[src/rtl/simple_pkg.sv]
// Shared definitions for the SIMPLE core back end.
// Contains the condition codes, the flag bundle and the writeback FSM states.
package simple_pkg;

    localparam logic [2:0] CC_BE  = 3'b000;
    localparam logic [2:0] CC_BLT = 3'b001;
    localparam logic [2:0] CC_BLE = 3'b010;
    localparam logic [2:0] CC_BNE = 3'b011;

    typedef struct packed {
        logic s;
        logic v;
        logic z;
        logic c;
    } flags_t;

    typedef enum logic {
        IDLE,
        FLUSH
    } wbState_t;

endpackage

[src/rtl/simple_cond_eval.sv]
// Branch condition evaluator: decides from a 3-bit condition code and a flag set whether a branch is taken.
// The decode stage also uses this block.
import simple_pkg::*;

module simple_cond_eval (
    input  logic [2:0] cc,
    input  flags_t     flags,
    output logic       taken
);

    // Codes 100..111 are reserved and never branch.
    always_comb begin
        taken = 1'b0;
        case (cc)
            CC_BE:   taken = flags.z;
            CC_BLT:  taken = flags.s ^ flags.v;
            CC_BLE:  taken = flags.z | (flags.s ^ flags.v);
            CC_BNE:  taken = ~flags.z;
            default: taken = 1'b0;
        endcase
    end

endmodule

[src/rtl/simple_wb_branch.sv]
// Writeback and branch-resolution stage for the SIMPLE core. It commits register, flag and PC effects one cycle after acceptance.
// Optional macro SIMPLE_WB_BYPASS_EN adds combinational forwarding outputs byp_valid/byp_addr/byp_data.
import simple_pkg::*;

module simple_wb_branch #(
    parameter int unsigned FLUSH_CYCLES = 2
) (
    input  logic        clk,
    input  logic        reset,
    input  logic        stall,
    input  logic        isValid,
    input  logic [15:0] out,
    input  logic        S,
    input  logic        V,
    input  logic        Z,
    input  logic        C,
    input  logic        SVZCWriteFlag,
    input  logic        IRdWriteFlag,
    input  logic        is_10100,
    input  logic        is_10111,
    input  logic [2:0]  rd,
    output logic        rf_we,
    output logic [2:0]  rf_waddr,
    output logic [15:0] rf_wdata,
    output logic        flag_s,
    output logic        flag_v,
    output logic        flag_z,
    output logic        flag_c,
    output logic        pc_load,
    output logic [15:0] pc_next,
    output logic        flush,
`ifdef SIMPLE_WB_BYPASS_EN
    output logic        byp_valid,
    output logic [2:0]  byp_addr,
    output logic [15:0] byp_data,
`endif
    output logic [15:0] retire_count
);

    localparam logic [2:0] FLUSH_LOAD = 3'(FLUSH_CYCLES);

    wbState_t    state_q, state_d;
    logic [2:0]  flushCnt_q, flushCnt_d;
    flags_t      flags_q, flags_d;
    logic        rfWe_q, rfWe_d;
    logic [2:0]  rfWaddr_q, rfWaddr_d;
    logic [15:0] rfWdata_q, rfWdata_d;
    logic        pcLoad_q, pcLoad_d;
    logic [15:0] pcNext_q, pcNext_d;
    logic [15:0] retireCnt_q, retireCnt_d;

    logic accept;
    logic rdWrite;
    logic condTaken;
    logic branchTaken;

    // Conditional branches look at the committed flags, i.e. those of the previous instruction.
    simple_cond_eval u_condEval (
        .cc    (rd),
        .flags (flags_q),
        .taken (condTaken)
    );

    assign accept      = isValid & ~stall & (state_q == IDLE);
    assign rdWrite     = accept & IRdWriteFlag;
    assign branchTaken = accept & (is_10100 | (is_10111 & condTaken));

    always_ff @(posedge clk) begin
        if (reset) begin
            state_q    <= IDLE;
            flushCnt_q <= 3'd0;
        end else begin
            state_q    <= state_d;
            flushCnt_q <= flushCnt_d;
        end
    end

    // The flush countdown runs regardless of stall so a stall cannot stretch flush.
    always_comb begin
        state_d    = state_q;
        flushCnt_d = flushCnt_q;
        case (state_q)
            IDLE: begin
                if (branchTaken) begin
                    state_d    = FLUSH;
                    flushCnt_d = FLUSH_LOAD;
                end
            end
            FLUSH: begin
                flushCnt_d = flushCnt_q - 3'd1;
                if (flushCnt_q <= 3'd1) begin
                    state_d    = IDLE;
                    flushCnt_d = 3'd0;
                end
            end
            default: begin
                state_d    = IDLE;
                flushCnt_d = 3'd0;
            end
        endcase
    end

    always_comb begin
        flush = (state_q == FLUSH);
    end

    always_comb begin
        rfWe_d      = rdWrite;
        rfWaddr_d   = rdWrite ? rd : rfWaddr_q;
        rfWdata_d   = rdWrite ? out : rfWdata_q;
        flags_d     = (accept & SVZCWriteFlag) ? flags_t'({S, V, Z, C}) : flags_q;
        pcLoad_d    = branchTaken;
        pcNext_d    = branchTaken ? out : pcNext_q;
        retireCnt_d = accept ? retireCnt_q + 16'd1 : retireCnt_q;
    end

    always_ff @(posedge clk) begin
        if (reset) begin
            rfWe_q      <= 1'b0;
            rfWaddr_q   <= 3'd0;
            rfWdata_q   <= 16'd0;
            flags_q     <= '0;
            pcLoad_q    <= 1'b0;
            pcNext_q    <= 16'd0;
            retireCnt_q <= 16'd0;
        end else begin
            rfWe_q      <= rfWe_d;
            rfWaddr_q   <= rfWaddr_d;
            rfWdata_q   <= rfWdata_d;
            flags_q     <= flags_d;
            pcLoad_q    <= pcLoad_d;
            pcNext_q    <= pcNext_d;
            retireCnt_q <= retireCnt_d;
        end
    end

    assign rf_we        = rfWe_q;
    assign rf_waddr     = rfWaddr_q;
    assign rf_wdata     = rfWdata_q;
    assign flag_s       = flags_q.s;
    assign flag_v       = flags_q.v;
    assign flag_z       = flags_q.z;
    assign flag_c       = flags_q.c;
    assign pc_load      = pcLoad_q;
    assign pc_next      = pcNext_q;
    assign retire_count = retireCnt_q;

`ifdef SIMPLE_WB_BYPASS_EN
    assign byp_valid = rdWrite;
    assign byp_addr  = rd;
    assign byp_data  = out;
`endif

endmodule

[config.mk]
export PLATFORM = sky130hd
export DESIGN_NAME = simple_wb_branch
export DESIGN_NICKNAME = d
export VERILOG_FILES = /design/src/rtl/simple_pkg.sv /design/src/rtl/simple_cond_eval.sv /design/src/rtl/simple_wb_branch.sv
export SDC_FILE = /design/constraint.sdc
export NUM_CORES = 1
export LEC_CHECK = 0
export ABC_AREA = 1
export BUFFER_PORTS_ARGS = -buffer_cell sky130_fd_sc_hd__buf_2
export CORE_MARGIN = 8
export CORE_UTILIZATION = 45
export DETAILED_ROUTE_END_ITERATION = 8
export PLACE_DENSITY = 0.81
export SYNTH_ARGS = -nofsm -noshare
export SYNTH_HDL_FRONTEND = slang
export SYNTH_HIERARCHICAL = 1
export SYNTH_SLANG_ARGS = --single-unit
[constraint.sdc]
create_clock -name clk -period 1.85 [get_ports clk]
set_clock_uncertainty 0.2 [all_clocks]
set_input_delay 0.37 -clock clk [delete_from_list [all_inputs] [get_ports clk]]
set_output_delay 0.37 -clock clk [all_outputs]
set_load 0.02 [all_outputs]
==> results of run 1 <==
[synthesized netlist by cell type]
cell type,count
nor2_4,1
a21oi_2,1
clkbuf_1,5
nand2_1,68
nand4_1,3
a21oi_1,31
nand2_2,1
inv_2,1
o21ai_0,21
inv_1,22
clkinv_1,1
ha_1,3
o21bai_1,2
nor2_2,5
dfxtp_1,61
xnor2_1,1
nand3_1,37
xor2_1,3
a21o_1,1
buf_2,9
buf_6,2
nor2_1,69
nand3_2,1
[area by class of cell]
cell class / count / area (µm²)
inverters: 24 / 90.09
clock inverters: 6 / 71.32
fillers: 524 / 2198
well taps: 72 / 90.09
clock buffers: 10 / 137.6
repair buffers: 99 / 523.0
flip-flops and latches: 61 / 1221
multi-input cells: 248 / 1141
[cell usage in the layout (no fill, tap or decap), types with 2 or more instances in the layout]
cell | netlist | layout
o21bai_1 | 2 | 2
clkinv_4 | 0 | 2
xor2_1 | 3 | 3
clkbuf_8 | 0 | 10
ha_1 | 3 | 3
nand2_1 | 68 | 68
buf_4 | 0 | 11
clkinvlp_4 | 0 | 2
buf_2 | 9 | 88
o21ai_0 | 21 | 21
a21oi_1 | 31 | 31
nor2_1 | 69 | 69
nand3_1 | 37 | 37
dfxtp_1 | 61 | 61
inv_1 | 22 | 22
nand4_1 | 3 | 3
nor2_2 | 5 | 5
[how the worst max path moves through the flow]
stage                        start                    endpoint  slack [ns]  cells after the start
2_1_floorplan  flag_v$_SDFFE_PP0P_     pc_next[0]$_SDFFE_PP0P_        0.28                      9
4_1_cts        flag_v$_SDFFE_PP0P_  flushCnt_q[1]$_SDFFE_PP0P_        0.16                     11
6_report       flag_v$_SDFFE_PP0P_  flushCnt_q[1]$_SDFFE_PP0P_        0.16                     11
5_1_grt        flag_s$_SDFFE_PP0P_  flushCnt_q[1]$_SDFFE_PP0P_       0.005                     11
3_5_place_dp                 rd[0]    pc_next[14]$_SDFFE_PP0P_        0.03                     11
3_3_place_gp                 rd[0]     pc_next[1]$_SDFFE_PP0P_        0.13                     11
[flip-flops by register name (all words and copies together) (netlist names)]
name,cells
rf_we,1
flush,1
rf_wdata,16
pc_load,1
flag_c,1
flushCnt_q,3
retire_count,16
flag_z,1
flag_v,1
pc_next,16
rf_waddr,3
flag_s,1
[metrics by stage]
stage               utilization (%)  instances  worst slack, ns  instance area (µm²)  total power, mW
floorplan                         -        349           0.2757                 2539            1.599
global placement              56.01        504           0.1271                 3065            1.720
detailed placement            56.01        504          0.03017                 3065            1.726
CTS                           59.83        520           0.1569                 3274            2.935
global route                  59.83        520         0.004838                 3274            3.044
finish                        59.83        520           0.1599                 3274            2.906
[kinds of logic (layout without fill, tap and decap cells)]
kind of cell / Yosys count / in the layout / synth area share (%)
buffers and inverters: 40 / 139 / 6.949
xor gates and xnor gates: 4 / 4 / 1.380
AOI/OAI and AO/OA: 56 / 56 / 11.48
and+or+nand+nor: 185 / 185 / 30.61
DFF: 61 / 61 / 48.10
adders and majority gates: 3 / 3 / 1.479
[worst max-delay path: cells and delay by family, from the launching register on]
family,cells,cell delay [ns]
and+or+nand+nor,6,0.46
DFF,1,0.38
AOI/OAI and AO/OA,3,0.30
buffers and inverters,2,0.24
[power by group]
group / total [mW] / internal, mW / switching [mW]
clock: 1.21 / 0.667 / 0.543
combinational: 0.310 / 0.112 / 0.198
sequential: 1.39 / 1.36 / 0.0283
total: 2.91 / 2.14 / 0.769
[layer usage]
layer,routed length [µm],global-route usage (%)
met1,2832,18.05
met2,3441,28.48
met3,357,4.691
met4,208,9.959
met5,0,0
==> metrics.csv, run 1 <==
metric;value;unit
drv_cap;0;
peakVddDrop;0.0006256;V
rsz0062_at_grt;no;
synth.area.top_cells;dfxtp_1 (48%), nor2_1 (10%), nand2_1 (10%);
ys_seq_area_share;48.10;%
cts_buffers;9;
synth_seq_cells;61;
finalMaxSlewViolations;0;
cts_sinks;61;
viasPerCell;4.902;
cp_data_required_time;1.87;ns
critical_path_class;reg2reg;
r2r-end;flushCnt_q[1]$_SDFFE_PP0P_;
worstSetupEndpointType;flop;
syn_to_final_growth;28.98;%
maxSlewHeadroom;78.65;%
worstSkewPairLatency;0.33;ns
grt_antenna_before_repair;0;
slowest_stage;dfxtp_1;
fp.dieArea;8301;µm²
fmax;591.7;MHz
min_to;pc_next[11]$_SDFFE_PP0P_;
grt_pass1_wl;11.41;mm
synthDistinctLibCells;23;
die_x;91.11;µm
num_vias;2549;
hold_viol;0;
synth_top_area_cell;dfxtp_1;
cts_hold_buf;0;
hpwl;5.219;mm
cts_tree;done;
drive_gt1_share;27.90;%
clockBufferDepth;2;
crit_path_max_incr_delay;0.38;ns
arrival;1.71;ns
min_from;out[11];
clkTransAtPathRegs;0.08;ns
fin_hold_ws;0.09246;ns
gp_congestion;0.8443;
port_buffers;88;
dr.pass1.iters;4;
worstMarginPinSlew;0.3198;ns
ant_nets;0;
synth_top_area_share;48.10;%
setup_tns;0;ns
avgSynthCellArea;7.274;µm²
drtIter0Drc;102;
start_util;46.39;%
netlist_area;2539;µm²
track_usage;16.69;%
cts_max_level;3;
worstHoldPathCells;3;
yosys_warnings;6;
wl;6.839;mm
num_rows;27;
min_period_over_period;91.36;%
cpMostUsedCell;nand2_1;
cp-start-kind;flop;
io_pins;89;
root_buffer;clkbuf_8;
cts_resized;0;
cts_setup_buffers;0;
antenna_cells;0;
p_leak;1.517;nW
status;finished clean;
syn_inst;349;
synth_nets;383;
wl_per_cell;13.15;µm
core;5473;µm²
crit_fanout;10;
timing.rr.start;flag_v$_SDFFE_PP0P_;
setup_viol;0;
period_needed;1.690;ns
fin_nets;477;
reg2reg_depth;11;
hp-class;in2reg;
drc;0;
grt_start_max_net_pins;29;
grt_pass1_vias;2448;
grt_overflow_total;0;
r2r_slack;0.16;ns
die_y;91.11;µm
p_per_area;887.4;nW/µm²
cp_cell_sequence;inv_1 > nand2_1 > nand2_1 > nand2_1 > a21oi_2 > a21o_1 > nand2_2 > buf_4 > o21ai_0 > nor2_1 > nor2_1;
No activity file was read; power rests on OpenSTA's default activity.
==> inputs of run 2 (changes only) <==
--- a/config.mk
+++ b/config.mk
@@ -7,6 +7,7 @@
 export LEC_CHECK = 0
 export ABC_AREA = 1
 export BUFFER_PORTS_ARGS = -buffer_cell sky130_fd_sc_hd__buf_2
+export CORE_ASPECT_RATIO = 0.6
 export CORE_MARGIN = 8
 export CORE_UTILIZATION = 45
 export DETAILED_ROUTE_END_ITERATION = 8
==> metrics.csv, run 2 (same netlist as run 1, synthesis figures left out) <==
metric;value;unit;change
setup_viol;0;;unchanged
start_util;46.01;%;was 46.39%
min_to;flag_c$_SDFFE_PP0P_;;was pc_next[11]$_SDFFE_PP0P_
arrival;1.67;ns;was 1.71 ns
die_y;74.18;µm;was 91.11 µm
cpMostUsedCell;nand2_1;;unchanged
crit_path_max_incr_delay;0.37;ns;was 0.38 ns
hpwl;5.436;mm;was 5.219 mm
fin_nets;475;;was 477
viasPerCell;4.934;;was 4.902
reg2reg_depth;11;;unchanged
drc;0;;unchanged
grt_pass1_vias;2278;;was 2448
wl;7.136;mm;was 6.839 mm
grt_antenna_before_repair;0;;unchanged
maxSlewHeadroom;77.23;%;was 78.65%
io_pins;89;;unchanged
seq_area;1221;µm²;unchanged
slowest_stage;dfxtp_1;;unchanged
drv_cap;0;;unchanged
worstMarginPinSlew;0.3410;ns;was 0.3198 ns
gp_congestion;0.8126;;was 0.8443
cts_tree;done;;unchanged
dr.pass1.iters;5;;was 4
clkTransAtPathRegs;0.07;ns;was 0.08 ns
wl_per_cell;13.86;µm;was 13.15 µm
grt_start_max_net_pins;30;;was 29
cp_data_required_time;1.85;ns;was 1.87 ns
track_usage;17.04;%;was 16.69%
worstHoldPathCells;2;;was 3
die_x;113.0;µm;was 91.11 µm
antenna_cells;0;;unchanged
grt_pass1_wl;11.28;mm;was 11.41 mm
num_rows;21;;was 27
cts_sinks;61;;unchanged
rsz0062_at_grt;no;;unchanged
peakVddDrop;0.0004347;V;was 0.0006256 V
p_per_area;916.9;nW/µm²;was 887.4 nW/µm²
syn_to_final_growth;29.47;%;was 28.98%
min_period_over_period;90.35;%;was 91.36%
root_buffer;clkbuf_8;;unchanged
drive_gt1_share;27.35;%;was 27.90%
core;5518;µm²;was 5473 µm²
cp_cell_sequence;inv_1 > nand2_1 > nand2_1 > nand2_1 > a21oi_2 > a21o_1 > nand2_2 > buf_12 > o21ai_0 > nor2_1 > nor2_1;;was inv_1 > nand2_1 > nand2_1 > nand2_1 > a21oi_2 > a21o_1 > nand2_2 > buf_4 > o21ai_0 > nor2_1 > nor2_1
setup_tns;0;ns;unchanged
drtIter0Drc;154;;was 102
layout_common_cells;buf_2 (88), nor2_1 (69), nand2_1 (68);;unchanged
cp.buffers_inverters;2;;unchanged
port_buffers;88;;unchanged
cp_top_family;simple AND/OR/NAND/NOR gates;;unchanged
min_from;reset;;was out[11]
fmax;598.3;MHz;was 591.7 MHz
n_fill_cell;525;;was 524
r2r-end;flushCnt_q[1]$_SDFFE_PP0P_;;unchanged
r2r_slack;0.18;ns;was 0.16 ns
cts_setup_buffers;0;;unchanged
critical_path_class;reg2reg;;unchanged
worstSkewPairLatency;0.33;ns;about the same
p_total;3.014;mW;was 2.906 mW
grt_overflow_total;0;;unchanged
cts_hold_buf;0;;unchanged
worstSetupEndpointType;flop;;unchanged
num_vias;2541;;was 2549
cp-start-kind;flop;;unchanged
timing.rr.start;flag_s$_SDFFE_PP0P_;;was flag_v$_SDFFE_PP0P_
fp.dieArea;8380;µm²;was 8301 µm²
hold_viol;0;;unchanged
crit_fanout;22;;was 10
ant_nets;0;;unchanged
multi_input_area;1141;µm²;unchanged
finalMaxSlewViolations;0;;unchanged
status;finished clean;;unchanged
period_needed;1.671;ns;was 1.690 ns
cts_buffers;9;;unchanged
clockBufferDepth;2;;unchanged
hp-class;in2reg;;unchanged
cts_max_level;3;;unchanged
p_leak;1.531;nW;was 1.517 nW
final_common_cell;buf_2;;unchanged
run 2: cell count changes in the layout (fill, tap and decap cells not counted), moves of 2 or more:
cell	before	now
buf_4	11	8
clkinv_4	2	0
clkinvlp_4	2	0
clkinv_2	0	2
run 2: worst max-delay path by stage:
| stage | start | to | depth (start not counted) |
|---|---|---|---|
| finish | flag_s$_SDFFE_PP0P_ | flushCnt_q[1]$_SDFFE_PP0P_ | 11 |
| global route | flag_v$_SDFFE_PP0P_ | flushCnt_q[1]$_SDFFE_PP0P_ | 11 |
| CTS | flag_z$_SDFFE_PP0P_ | pc_next[2]$_SDFFE_PP0P_ | 10 |
| detailed placement | rd[0] | pc_next[2]$_SDFFE_PP0P_ | 12 |
| global placement | rd[0] | pc_next[0]$_SDFFE_PP0P_ | 12 |
| floorplan | flag_v$_SDFFE_PP0P_ | pc_next[0]$_SDFFE_PP0P_ | 9 |
run 2: per-layer routing:
| metal | wire length [µm] | vias up | GRT usage (%) |
|---|---|---|---|
| li1 | - | 1305 | - |
| met1 | 3297 | 1139 | 21.91 |
| met2 | 3083 | 91 | 25.92 |
| met3 | 688 | 6 | 5.916 |
| met4 | 67 | 0 | 6.598 |
| met5 | 0 | - | 0 |
run 2: final cells by class:
class	instances	share of cell area (%)
sequential	61	37.15
multi-input combinational	248	34.72
timing repair buffer	97	15.84
clock buffer	12	4.720
inverter	24	2.817
tap	69	2.627
clock inverter	4	2.132
run 2: report_power, final:
part | switching (mW) | leakage [nW] | internal (mW) | total, mW
registers | 0.0294 | 0.496 | 1.36 | 1.39
logic | 0.201 | 0.919 | 0.112 | 0.313
clock network | 0.485 | 0.116 | 0.828 | 1.31
run 2: through the flow:
| step | hold slack [ns] | area [µm²] | std cells | setup WS, ns | util (%) |
|---|---|---|---|---|---|
| after floorplan | 0.2781 | 2539 | 349 | 0.2757 | - |
| after global placement | 0.2451 | 3059 | 499 | 0.02894 | 55.44 |
| after detailed placement | 0.2505 | 3059 | 499 | -0.02081 | 55.44 |
| after CTS | 0.06108 | 3284 | 515 | 0.1306 | 59.52 |
| after global routing | 0.07974 | 3287 | 515 | 0.006001 | 59.57 |
| final | 0.07353 | 3287 | 515 | 0.1785 | 59.57 |
run 2: repair_timing:
| action | in CTS | in global routing |
|---|---|---|
| setup endpoints to repair | 0 | 16 |
| gates resized for setup | 0 | 3 |
| endpoints found under the hold margin | 0 | 0 |
==> inputs of run 3 (changes only) <==
--- a/config.mk
+++ b/config.mk
@@ -7,9 +7,11 @@
 export LEC_CHECK = 0
 export ABC_AREA = 1
 export BUFFER_PORTS_ARGS = -buffer_cell sky130_fd_sc_hd__buf_2
+export CELL_PAD_IN_SITES_DETAIL_PLACEMENT = 1
+export CELL_PAD_IN_SITES_GLOBAL_PLACEMENT = 1
 export CORE_ASPECT_RATIO = 0.6
 export CORE_MARGIN = 8
-export CORE_UTILIZATION = 45
+export CORE_UTILIZATION = 34
 export DETAILED_ROUTE_END_ITERATION = 8
 export PLACE_DENSITY = 0.81
 export SYNTH_ARGS = -nofsm -noshare
==> metrics.csv, run 3 (same netlist as run 1, synthesis figures left out) <==
metric;value;unit;change
status;finished clean;;unchanged
die_y;82.94;µm;was 74.18 µm
num_rows;24;;was 21
fin_nets;478;;was 475
cts_hold_buf;0;;unchanged
root_buffer;clkbuf_16;;was clkbuf_8
cp.buffers_inverters;2;;unchanged
drc;0;;unchanged
place_worst_setup_slack;-0.04169;ns;was -0.02081 ns
design_area;3412;µm²;was 3287 µm²
grt_start_max_net_pins;29;;was 30
peakVddDrop;0.0006920;V;was 0.0004347 V
core;7237;µm²;was 5518 µm²
cts_buffers;9;;unchanged
drive_gt1_share;28.29;%;was 27.35%
cp_data_required_time;1.86;ns;was 1.85 ns
p_per_area;978.6;nW/µm²;was 916.9 nW/µm²
cts_resized;0;;unchanged
ant_nets;0;;unchanged
dpl_cell_area;3113;µm²;was 3059 µm²
die_x;127.6;µm;was 113.0 µm
grt_pass1_vias;2781;;was 2278
rsz0062_at_grt;no;;unchanged
grt_antenna_before_repair;0;;unchanged
wl;8.479;mm;was 7.136 mm
cp_top_family;simple AND/OR/NAND/NOR gates;;unchanged
layout_common_cells;buf_2 (88), nor2_1 (69), nand2_1 (68);;unchanged
worstSetupEndpointType;flop;;unchanged
finalMaxSlewViolations;0;;unchanged
drv_cap;0;;unchanged
wl_per_cell;15.33;µm;was 13.86 µm
placed_cells;537;;was 499
fp.dieArea;10580;µm²;was 8380 µm²
viasPerCell;4.750;;was 4.934
num_vias;2627;;was 2541
grt_pass1_wl;14.01;mm;was 11.28 mm
clockBufferDepth;2;;unchanged
crit_fanout;9;;was 22
cts_sinks;61;;unchanged
fmax;591.5;MHz;was 598.3 MHz
dr.pass1.iters;4;;was 5
critical_path_class;reg2reg;;unchanged
antenna_cells;0;;unchanged
cp-start-kind;flop;;unchanged
slowest_stage;dfxtp_1;;unchanged
period_needed;1.691;ns;was 1.671 ns
worstSkewPairLatency;0.33;ns;about the same
p_leak;1.573;nW;was 1.531 nW
grt_overflow_total;0;;unchanged
final_common_cell;buf_2;;unchanged
cpMostUsedCell;nand2_1;;unchanged
cts_max_level;3;;unchanged
cts_setup_buffers;0;;unchanged
maxSlewHeadroom;79.18;%;was 77.23%
setup_viol;0;;unchanged
hold_viol;0;;unchanged
hp-class;in2reg;;unchanged
clkTransAtPathRegs;0.05;ns;was 0.07 ns
worstMarginPinSlew;0.3115;ns;was 0.3410 ns
track_usage;16.61;%;was 17.04%
worst_slack;0.1594;ns;was 0.1785 ns
drtIter0Drc;101;;was 154
port_buffers;88;;unchanged
io_pins;89;;unchanged
hpwl;6.407;mm;was 5.436 mm
finalNonFillerCells;553;;was 515
cp_cell_sequence;inv_1 > nand2_1 > nand2_1 > nand2_1 > a21oi_2 > a21o_1 > nand2_2 > buf_4 > o21ai_0 > nor2_1 > nor2_1;;was inv_1 > nand2_1 > nand2_1 > nand2_1 > a21oi_2 > a21o_1 > nand2_2 > buf_12 > o21ai_0 > nor2_1 > nor2_1
syn_to_final_growth;34.40;%;was 29.47%
arrival;1.70;ns;was 1.67 ns
start_util;35.08;%;was 46.01%
cts_tree;done;;unchanged
crit_path_max_incr_delay;0.37;ns;about the same
min_period_over_period;91.39;%;was 90.35%
gp_congestion;0.7783;;was 0.8126
[run 3: changes by cell type in the layout (fill, tap and decap cells not counted), sizes merged]
cell,previous run,this run
clkinvlp,0,1
bufinv,2,0
clkbuf,12,13
buf,97,100
[run 3: final timing paths]
check / slack (ns) / endpoint / depth (start not counted) / start
worst max-delay path: 0.16 / flushCnt_q[1]$_SDFFE_PP0P_ / 11 / flag_v$_SDFFE_PP0P_
worst min-delay path: 0.11 / flag_s$_SDFFE_PP0P_ / 3 / S
worst max register to register: 0.16 / flushCnt_q[1]$_SDFFE_PP0P_ / 11 / flag_v$_SDFFE_PP0P_
worst min register to register: 0.26 / rf_wdata[6]$_SDFFE_PP0P_ / 2 / rf_wdata[6]$_SDFFE_PP0P_
[run 3: area by class of cell]
class	instances	area, µm²
well taps	104	130.1
flip-flops and latches	61	1222
inverters	24	90.09
multi-input cells	248	1141
clock buffers	13	280.3
fillers	937	3825
repair buffers	100	530.5
clock inverters	3	17.52
[run 3: stage by stage]
step / setup TNS, ns / hold slack, ns / utilization (%) / power (mW)
after floorplan: 0 / 0.2781 / - / 1.599
after global placement: 0 / 0.2471 / 43.02 / 1.727
after detailed placement: -0.1649 / 0.2568 / 43.02 / 1.742
after CTS: 0 / 0.1048 / 47.13 / 3.392
after global routing: 0 / 0.1097 / 47.15 / 3.484
final: 0 / 0.1101 / 47.15 / 3.339
[run 3: routing by layer]
| layer | global-route usage, % | share of wire (%) |
|---|---|---|
| met1 | 19.69 | 46 |
| met2 | 25.71 | 45 |
| met3 | 9.056 | 8.6 |
| met4 | 3.867 | 0.45 |
| met5 | 0 | 0 |
[run 3: power breakdown]
part	total, mW	switching [mW]	internal, mW
clock	1.63	0.580	1.05
sequential	1.39	0.0268	1.36
combinational	0.325	0.212	0.113
[run 3: worst register-to-register path, cell delays in order (launching register included)]
cell and delay, ns:
dfxtp_1 0.37, inv_1 0.06, nand2_1 0.05, nand2_1 0.06
nand2_1 0.08, a21oi_2 0.05, a21o_1 0.16, nand2_2 0.08
buf_4 0.17, o21ai_0 0.12, nor2_1 0.13, nor2_1 0.05
